==> config.mk <==
export PLATFORM = sky130hd
export DESIGN_NAME = relu_activation_stream
export DESIGN_NICKNAME = d
export VERILOG_FILES = /design/src/rtl/relu_activation_stream.sv
export SDC_FILE = /design/constraint.sdc
export NUM_CORES = 1
export LEC_CHECK = 0
export BUFFER_PORTS_ARGS = -buffer_cell sky130_fd_sc_hd__buf_2
export CORE_MARGIN = 2
export CORE_UTILIZATION = 50
export CTS_CLUSTER_SIZE = 16
export DETAILED_ROUTE_END_ITERATION = 7
export GPL_TIMING_DRIVEN = 1
export HOLD_SLACK_MARGIN = 0.02
export PLACE_DENSITY = 0.83
export SYNTH_ARGS = -nofsm -noshare
export SYNTH_HDL_FRONTEND = slang
export SYNTH_SLANG_ARGS = --single-unit
==> constraint.sdc <==
create_clock -name clk -period 2.2 [get_ports clk]
set_input_delay 0.11 -clock clk [delete_from_list [all_inputs] [get_ports clk]]
set_output_delay 0.11 -clock clk [all_outputs]
set_load 0.01 [all_outputs]
==> src/rtl/relu_activation_stream.sv <==
// Streaming fixed-point activation layer: ReLU / leaky / clipped / bypass over LANES-wide beats,
// two-stage valid/ready pipeline with per-frame mode latching and a completed-frame counter.
module relu_activation_stream #(
    parameter int WIDTH       = 10,
    parameter int NFRAC       = 5,
    parameter int SIZE        = 32,
    parameter int LANES       = 8,
    parameter int LEAKY_SHIFT = 3,
    parameter int CLIP_MAX    = 6 << NFRAC,
    parameter int CNT_W       = 16
) (
    input  logic                    clk,
    input  logic                    rst,
    input  logic [1:0]              mode,
    input  logic                    in_valid,
    output logic                    in_ready,
    input  logic signed [WIDTH-1:0] in_data [LANES],
    output logic                    out_valid,
    input  logic                    out_ready,
    output logic signed [WIDTH-1:0] out_data [LANES],
    output logic                    out_last,
    output logic [CNT_W-1:0]        frame_count
);
    localparam int BEATS  = SIZE / LANES;
    localparam int BEAT_W = (BEATS > 1) ? $clog2(BEATS) : 1;

    localparam logic [1:0] MODE_RELU  = 2'd0;
    localparam logic [1:0] MODE_LEAKY = 2'd1;
    localparam logic [1:0] MODE_CLIP  = 2'd2;

    localparam logic signed [WIDTH-1:0] CLIP_CODE = WIDTH'(CLIP_MAX);

    generate
        if (SIZE % LANES != 0) begin : g_bad_size
            $error("relu_activation_stream: SIZE must be a multiple of LANES");
        end
        if (CLIP_MAX <= 0 || CLIP_MAX > (2 ** (WIDTH - 1)) - 1) begin : g_bad_clip
            $error("relu_activation_stream: CLIP_MAX out of range");
        end
    endgenerate

    function automatic logic signed [WIDTH-1:0] activate(
        input logic signed [WIDTH-1:0] x,
        input logic [1:0]              m
    );
        logic signed [WIDTH-1:0] y;
        y = x;
        case (m)
            MODE_RELU:  y = x[WIDTH-1] ? '0 : x;
            MODE_LEAKY: y = x[WIDTH-1] ? (x >>> LEAKY_SHIFT) : x;
            MODE_CLIP:  y = x[WIDTH-1] ? '0 : ((x > CLIP_CODE) ? CLIP_CODE : x);
            default:    y = x;
        endcase
        return y;
    endfunction

    logic                    adv1;
    logic                    adv2;
    logic                    in_fire;
    logic                    out_fire;
    logic                    beat_last;
    logic [1:0]              beat_mode;
    logic [BEAT_W-1:0]       in_beat_cnt;
    logic [1:0]              frame_mode_reg;
    logic                    s1_valid;
    logic                    s1_last;
    logic [1:0]              s1_mode;
    logic signed [WIDTH-1:0] s1_data [LANES];
    logic signed [WIDTH-1:0] act     [LANES];

    assign adv2      = !out_valid || out_ready;
    assign adv1      = !s1_valid || adv2;
    assign in_ready  = adv1;
    assign in_fire   = in_valid && adv1;
    assign out_fire  = out_valid && out_ready;
    assign beat_last = (in_beat_cnt == BEAT_W'(BEATS - 1));
    // Beat 0 takes the live mode input; the rest of the frame reuses what beat 0 saw.
    assign beat_mode = (in_beat_cnt == '0) ? mode : frame_mode_reg;

    always_ff @(posedge clk) begin
        if (rst) begin
            in_beat_cnt    <= '0;
            frame_mode_reg <= '0;
            s1_valid       <= 1'b0;
            s1_last        <= 1'b0;
            s1_mode        <= '0;
            out_valid      <= 1'b0;
            out_last       <= 1'b0;
            frame_count    <= '0;
        end else begin
            if (in_fire) begin
                in_beat_cnt <= beat_last ? '0 : in_beat_cnt + 1'b1;
                if (in_beat_cnt == '0) begin
                    frame_mode_reg <= mode;
                end
            end
            if (adv1) begin
                s1_valid <= in_valid;
                if (in_fire) begin
                    s1_last <= beat_last;
                    s1_mode <= beat_mode;
                end
            end
            if (adv2) begin
                out_valid <= s1_valid;
                out_last  <= s1_valid && s1_last;
            end
            if (out_fire && out_last) begin
                frame_count <= frame_count + 1'b1;
            end
        end
    end

    for (genvar gi = 0; gi < LANES; gi++) begin : g_lane
        assign act[gi] = activate(s1_data[gi], s1_mode);
    end

    always_ff @(posedge clk) begin
        if (rst) begin
            for (int i = 0; i < LANES; i++) begin
                s1_data[i]  <= '0;
                out_data[i] <= '0;
            end
        end else begin
            if (in_fire) begin
                s1_data <= in_data;
            end
            if (adv2 && s1_valid) begin
                out_data <= act;
            end
        end
    end
endmodule
==> results of run 1 <==
-- sequential cells by signal, summed over array words and instances (netlist names), named ones only --
| register | flops |
|---|---|
| out_data | 80 |
| in_beat_cnt | 2 |
| s1_last | 1 |
| frame_count | 16 |
| s1_valid | 1 |
| out_valid | 1 |
| out_last | 1 |
| s1_data | 80 |
-- cell families (layout without fill, tap and decap cells) --
| kind of cell | Yosys count | after routing |
|---|---|---|
| DFF | 184 | 184 |
| buffers and inverters | 97 | 345 |
| AOI/OAI and AO/OA | 304 | 304 |
| muxes | 25 | 25 |
| and+or+nand+nor | 419 | 419 |
| adders and majority gates | 3 | 3 |
| xor gates and xnor gates | 9 | 9 |
-- report_power, final --
part / switching [W] / total (W) / internal [W] / leakage (nW)
logic: 0.000553 / 0.00101 / 0.000456 / 2.71
registers: 0.000176 / 0.00365 / 0.00348 / 1.50
clock network: 0.00125 / 0.00309 / 0.00183 / 0.293
-- cells in the final DEF, fill, tap and decap left out, types with 8 or more instances in the layout --
master	instances
a22oi_1	11
buf_4	30
nand2_1	220
buf_2	183
o31ai_1	10
a21o_1	8
o22ai_1	17
nor4_1	10
nand4_1	26
nand3_1	41
o21ai_0	26
a31oi_1	9
nor2_1	41
a21oi_1	134
mux2_2	15
clkbuf_16	17
nor3_1	16
inv_1	11
dfxtp_1	183
a311oi_1	11
o2bb2ai_1	20
mux2i_1	10
nand2b_1	19
dlygate4sd3_1	83
a211o_1	11
-- through the flow --
stage / hold WS (ns) / utilization (%) / worst slack [ns]
after floorplan: 0.2460 / - / 0.4441
after global placement: 0.3523 / 57.99 / 0.3077
after detailed placement: 0.3549 / 57.99 / 0.2381
after CTS: 0.02367 / 66.61 / 0.2281
after global routing: 0.05152 / 66.61 / 0.04382
final: 0.04631 / 66.61 / 0.1938
-- area by class of cell --
type                       instances  area share (%)
timing repair buffer             302           19.07
inverter                          12          0.4107
multi-input combinational        760           39.05
sequential                       184           33.60
tap                              220           2.510
clock buffer                      22           4.232
clock inverter                     9           1.129
-- metal layers --
layer	part of all wire, %	track usage, %
met5	0	0
met4	3.8	13.65
met3	8.3	6.431
met2	47	48.24
met1	41	37.45
-- tightest hold or removal path, cell delays in order --
cell	delay, ns
buf_2	0.12
inv_1	0.08
a21oi_1	0.12
-- path summary, 6_finish.rpt --
path	start	to	slack, ns	cells past startpoint
min	in_valid	s1_valid	0.05	3
max	s1_valid	out_data[16]	0.19	4
max reg2reg	s1_valid	out_data[16]	0.19	4
min reg2reg	out_data[48]	out_data[48]	0.45	2
-- Yosys cell counts (6+ instances only) --
cell type and count:
inv_1 11, nor3_1 16, a21boi_0 6, a211oi_1 7, or4_1 7, a21oi_1 135
mux2i_1 10, o31ai_1 10, a221oi_1 6, nand4_1 26, o211ai_1 7, o22ai_1 17
a22oi_1 11, clkbuf_1 54, nor2b_1 8, dfxtp_1 184, a31oi_1 9, o21ai_0 26
nand3_1 41, nand2_1 221, nand2b_1 19, mux2_2 15, a311oi_1 11, a211o_1 11
nor2_1 41, a21o_1 8, nor4_1 10, o2bb2ai_1 20, buf_2 25
==> impl_results.md, run 1 <==
- Global-route usage over all layers: 29.50%
- Hold buffers post-CTS: 83
- WP data arrival: 2.36 ns
- Final GP Congestion: 0.8996
- Clk sinks: 184
- H-tree depth: 4
- Hold Violations, Final: 0
- Worst-Margin Slew: 0.7570 ns
- Synth warn: 0
- Pins Over Slew Limit: 0
- Fmax: 498.4 MHz
- Clock buffer depth: 2
- Post-CTS sizing: 0
- Via Count: 8910
- Detailed Place HPWL: 17240 microns
- Ports: 185
- Adder-Cell Fraction of Synth Area: 0.4500%
- Unrepaired setup endpoints after global routing: false
- Core ar.: 0.01647 sq mm
- PnR Total Power: 0.007748 W
- Post-DR wirelength/cell: 17.46 microns
- Area post-placement: 0.009549 sq mm
- Synth async-reset ratio: 0%
- WL final: 26340 microns
- Final setup violation count: 0
- FF+latch area: 0.003685 sq mm
- Worst-path clk slew: 0.06 ns
- Setup Buffers After CTS: 0
- Share of cells above drive strength 1: 21.10%
- Fin nets: 1366
- Initial antenna violation count: 0
- CP Cell Sequence: nand2b_1, or3_1, o31ai_1, o21bai_1
- Global-route wire length before repair: 42370 microns
- Synth Net Count: 1130
- Maximum fanout along the worst path: 13
- EDFF count, synth: 0
- CTS tree: done
- Netlist Area Pre-Place: 0.008342 sq mm
- # diodes: 0
- CP bufs+invs: 0
- Vias in the first global route: 8373
- Final period utilization: 91.19%
- Library cells used by synthesis: 61
- Post-Layout Inst Area: 0.01097 sq mm
- Placed Cells incl. Taps: 1395
- DRT iter0 DRCs: 1093
- Full die area: 0.01773 sq mm
- Main combinational cell family by area after synthesis: compound AO/OA/AOI/OAI gates
- Fin cells: 1509
- CTS root buf: clkbuf_16
- Multi-input gate area: 0.004283 sq mm
- FILL cells: 1343
- Crit end category: flop
- Dominant cell type by area after synthesis: dfxtp_1
- Main synth FF type: dfxtp_1
- Pin count of the biggest net entering global routing: 128
- Worst path top cell family by delay: simple AND/OR/NAND/NOR gates
- Gate Count Post-Synth: 1041
- Pleak: 4.502 nW
- Hold Path Class: input port to flop
- Synth Area in Compound Gates: 23.29%
- Clock period minus worst slack: 2.006 ns
- Avg Inst Size Synth: 8.013 sq um
- Clock Skew: 0.008189 ns
- Yosys top cell area share: 44.16%
- Synth Area in Simple Gates: 23.17%
- PwrDens: 706.4 mW/mm^2
- Die height: 133.2 microns
- Fin Setup TNS: 0 ns
- Largest stage delay on the critical path: 0.59 ns
- Yosys reg bits: 184
- CTS Buf Count: 17
- DRT Pass-1 Iters: 6
- FP Rows: 47
- Post-DRT Antenna Nets: 0
- Rel. slew slack: 49.23%
- DR vias/cell: 5.905
- DRC Markers: 0
- Die Wd: 133.2 microns
- Status: completed
- Initial Utilization: 50.66%
- Worst skew pair latency: 0.43 ns
- Grt ovf: 0
- Slowest cell on the critical path: dfxtp_1
- CP Launch Type: flop
- Crit path required time: 2.56 ns
- Ranking of synthesized cells by area: dfxtp_1 (44%), nand2_1 (9.9%), a21oi_1 (8.1%)
- Xor/xnor share of the synthesized area: 0.9450%
- Setup CP Type: flop to flop
- Sequential area share after synthesis: 44.16%
- IO Port Bufs: 184
- VDD IR max: 0.5666 mV
- Layout area overhead: 31.48%
- Max cap viols: 0
- Mux contribution to synthesized area: 3.225%
Power figures use the tool's default switching activity.
==> run 2, diff against run 1 <==
--- a/config.mk
+++ b/config.mk
@@ -5,14 +5,17 @@
 export SDC_FILE = /design/constraint.sdc
 export NUM_CORES = 1
 export LEC_CHECK = 0
+export ABC_AREA = 1
 export BUFFER_PORTS_ARGS = -buffer_cell sky130_fd_sc_hd__buf_2
+export CELL_PAD_IN_SITES_DETAIL_PLACEMENT = 1
+export CELL_PAD_IN_SITES_GLOBAL_PLACEMENT = 1
 export CORE_MARGIN = 2
-export CORE_UTILIZATION = 50
+export CORE_UTILIZATION = 38
 export CTS_CLUSTER_SIZE = 16
 export DETAILED_ROUTE_END_ITERATION = 7
 export GPL_TIMING_DRIVEN = 1
 export HOLD_SLACK_MARGIN = 0.02
-export PLACE_DENSITY = 0.83
+export PLACE_DENSITY = 0.88
 export SYNTH_ARGS = -nofsm -noshare
 export SYNTH_HDL_FRONTEND = slang
 export SYNTH_SLANG_ARGS = --single-unit
==> run 2 against run 1 <==
- count of clock-buffer cells in the layout shrank 1
- power grew 5.3%
- synthesized cell count grew 12%
- flip-flop and latch count is the same
- global-route usage shrank 2.4 points
- critical endpoint is now out_data[10]
- highest routed layer unchanged
==> impl_results.md, run 2 <==
- Pin count of the biggest net entering global routing: 77 (was 128)
- Sequential area share after synthesis: 44.97% (was 44.16%)
- Hold Violations, Final: 0 (unchanged)
- Clock period minus worst slack: 1.853 ns (was 2.006 ns)
- Full die area: 0.02275 sq mm (was 0.01773 sq mm)
- Setup Buffers After CTS: 0 (unchanged)
- Post-DR wirelength/cell: 18.23 microns (was 17.46 microns)
- Pleak: 4.649 nW (was 4.502 nW)
- Via Count: 9013 (was 8910)
- Maximum fanout along the worst path: 24 (was 13)
- Grt ovf: 0 (unchanged)
- Layout area overhead: 29.92% (was 31.48%)
- Top cells by count, synth: nand2_1 (241), a21oi_1 (194), dfxtp_1 (184) (was nand2_1 (221), dfxtp_1 (184), a21oi_1 (135))
- Ports: 185 (unchanged)
- Gate Count Post-Synth: 1169 (was 1041)
- Most frequent cells in the layout: nand2_1 (241), a21oi_1 (194), dfxtp_1 (184), buf_2 (184), o21ai_0 (181) (was nand2_1 (220), dfxtp_1 (183), buf_2 (183), a21oi_1 (134), dlygate4sd3_1 (83))
- Crit end category: flop (unchanged)
- Sw Ratio: 29.29% (was 25.58%)
- GR Layer Usage met1: 32.97% (was 37.45%)
- CTS Buf Count: 17 (unchanged)
- Final GP Congestion: 0.8270 (was 0.8996)
- Post-DRT Antenna Nets: 0 (unchanged)
- Sequential share of power: 45.4% (was 47.1%)
- Initial Utilization: 38.85% (was 50.66%)
- Fin nets: 1479 (was 1366)
- Status: completed (unchanged)
- PnR Total Power: 0.008160 W (was 0.007748 W)
- DRT Pass-1 Iters: 5 (was 6)
- Die height: 150.8 microns (was 133.2 microns)
- Synth Net Count: 1258 (was 1130)
- CP Cell Sequence: nand2_1, inv_2, nor2_1, inv_1, a21oi_1, nand2_1, a21oi_1 (was nand2b_1, or3_1, o31ai_1, o21bai_1)
- Ranking of synthesized cells by area: dfxtp_1 (45%), a21oi_1 (12%), o21ai_0 (11%) (was dfxtp_1 (44%), nand2_1 (9.9%), a21oi_1 (8.1%))
- Grt met2 use: 46.48% (was 48.24%)
- Dominant cell type by area after synthesis: dfxtp_1 (unchanged)
- Worst-Margin Slew: 0.6710 ns (was 0.7570 ns)
- Rel. slew slack: 55.26% (was 49.23%)
- Post-CTS sizing: 0 (unchanged)
- NetSw: 0.002390 W (was 0.001982 W)
- RR Endpoint: out_data[10] (was out_data[16])
- Commonest non-fill, non-tap cell in the layout: nand2_1 (unchanged)
- Share of cells above drive strength 1: 18.83% (was 21.10%)
- Fmax: 539.7 MHz (was 498.4 MHz)
- Pins Over Slew Limit: 0 (unchanged)
- Synth async-reset ratio: 0% (unchanged)
- EDFF count, synth: 0 (unchanged)
- FP Rows: 53 (was 47)
- IO Port Bufs: 184 (unchanged)
- Fin Setup TNS: 0 ns (unchanged)
- WP data arrival: 2.13 ns (was 2.36 ns)
- CTS root buf: clkbuf_16 (unchanged)
- Final setup violation count: 0 (unchanged)
- R2R depth: 7 (was 4)
- Yosys reg bits: 184 (unchanged)
- Initial antenna violation count: 2 (was 0)
- Setup CP Type: flop to flop (unchanged)
- Slowest cell on the critical path: dfxtp_1 (unchanged)
- Worst reg-to-reg setup slack: 0.35 ns (was 0.19 ns)
- FILL cells: 2724 (was 1343)
- DRC Markers: 0 (unchanged)
- Core ar.: 0.02109 sq mm (was 0.01647 sq mm)
- Hold Path Class: input port to flop (unchanged)
- Busiest grt layer: met2 (unchanged)
- Clock buffer depth: 2 (unchanged)
- Main synth FF type: dfxtp_1 (unchanged)
- Gate power share: 16.4% (was 13.0%)
- Avg Inst Size Synth: 7.007 sq um (was 8.013 sq um)
- Cell depth of the worst hold path: 3 (unchanged)
- Placement-stage worst setup slack: 0.4190 ns (was 0.2381 ns)
- Global-route wire length before repair: 48390 microns (was 42370 microns)
- Clock Skew: 0.01272 ns (was 0.008189 ns)
- Library cells used by synthesis: 32 (was 61)
- H-tree depth: 4 (unchanged)
- Detailed Place HPWL: 19470 microns (was 17240 microns)
- Worst-path clk slew: 0.07 ns (was 0.06 ns)
- Clk sinks: 184 (unchanged)
- Final period utilization: 84.23% (was 91.19%)
- Int Pwr: 0.005770 W (was 0.005766 W)
- Global-route usage over all layers: 27.07% (was 29.50%)
- Most frequent cell after synthesis: nand2_1 (unchanged)
- Vias in the first global route: 9306 (was 8373)
- CP Capture Point: out_data[10] (was out_data[16])
- Netlist Area Pre-Place: 0.008192 sq mm (was 0.008342 sq mm)
- Met3 GRT Util: 5.151% (was 6.431%)
- Crit path required time: 2.48 ns (was 2.56 ns)
- CTS tree: done (unchanged)
- Worst skew pair latency: 0.44 ns (was 0.43 ns)
- Yosys top cell area share: 44.97% (was 44.16%)
- Synth warn: 0 (unchanged)
- Clock power frac: 38.2% (was 39.8%)
- Die Wd: 150.8 microns (was 133.2 microns)
- Unrepaired setup endpoints after global routing: false (unchanged)
- Regs by FF count: out_data x80, s1_data x80, frame_count x16 (unchanged)
- Largest stage delay on the critical path: 0.55 ns (was 0.59 ns)
- CP Launch Type: flop (unchanged)
- DR vias/cell: 5.368 (was 5.905)
- VDD IR max: 0.4793 mV (was 0.5666 mV)
- DRT iter0 DRCs: 486 (was 1093)
- Final setup margin: 0.3470 ns (was 0.1938 ns)
- Max cap viols: 0 (unchanged)
- WL final: 30610 microns (was 26340 microns)
- PwrDens: 766.7 mW/mm^2 (was 706.4 mW/mm^2)
- WHS: 0.01638 ns (was 0.04631 ns)
- Hold buffers post-CTS: 71 (was 83)
==> run 2: kinds of logic after synthesis <==
family          after synthesis  share of synthesized area [%]
simple gates                409                          20.51
xor+xnor                      3                         0.3208
fa+ha+maj                     3                         0.4583
buf+inv                     160                          8.065
compound gates              410                          25.68
flops                       184                          44.97
==> run 2: worst max-delay path: cells and delay by family, from the launching register on <==
family | cells | cell delay (ns)
and+or+nand+nor | 3 | 0.38
DFF | 1 | 0.55
buffers and inverters | 2 | 0.61
AOI/OAI and AO/OA | 2 | 0.16
==> run 2: layer usage <==
layer,routed length (microns),vias to the layer above
met4,1042,0
met1,13040,4345
met2,15050,285
met5,0,-
met3,1480,75
li1,-,4308
==> run 2: power by group through the flow <==
| stage | Clock, W | Sequential [W] | Combinational [W] |
|---|---|---|---|
| after floorplan | 0 | 0.00375 | 0.000737 |
| after global placement | 0 | 0.00376 | 0.00116 |
| after detailed placement | 0 | 0.00377 | 0.00120 |
| after CTS | 0.00315 | 0.00370 | 0.00131 |
| after global routing | 0.00329 | 0.00373 | 0.00149 |
| final | 0.00312 | 0.00371 | 0.00134 |
==> run 2: worst min path at each step <==
stage	slack, ns	start	endpoint
after floorplan	0.26	in_data[30]	s1_data[30]
after global placement	0.35	in_data[0]	s1_data[0]
after detailed placement	0.36	in_data[1]	s1_data[1]
after CTS	0.02	in_data[77]	s1_data[77]
after global routing	0.03	mode[0]	flop
final	0.02	in_data[68]	s1_data[68]
==> run 2: through the flow <==
stage | instances | area, sq um | util [%]
2_1_floorplan | 1169 | 8192 | -
3_3_place_gp | 1575 | 9346 | 44.32
3_5_place_dp | 1575 | 9346 | 44.32
4_1_cts | 1677 | 10640 | 50.44
5_1_grt | 1679 | 10640 | 50.47
6_report | 1679 | 10640 | 50.47
==> run 2: layout make-up <==
| class | instances | area, sq um | share of cell area (%) |
|---|---|---|---|
| Sequential cell | 184 | 3684 | 34.61 |
| Clock inverter | 10 | 120.1 | 1.129 |
| Antenna cell | 2 | 5.005 | 0.04703 |
| Tap cell | 275 | 344.1 | 3.233 |
| Timing Repair Buffer | 275 | 1844 | 17.33 |
| Clock buffer | 21 | 460.4 | 4.326 |
| Multi-Input combinational cell | 825 | 3857 | 36.25 |
| Inverter | 87 | 327.8 | 3.080 |
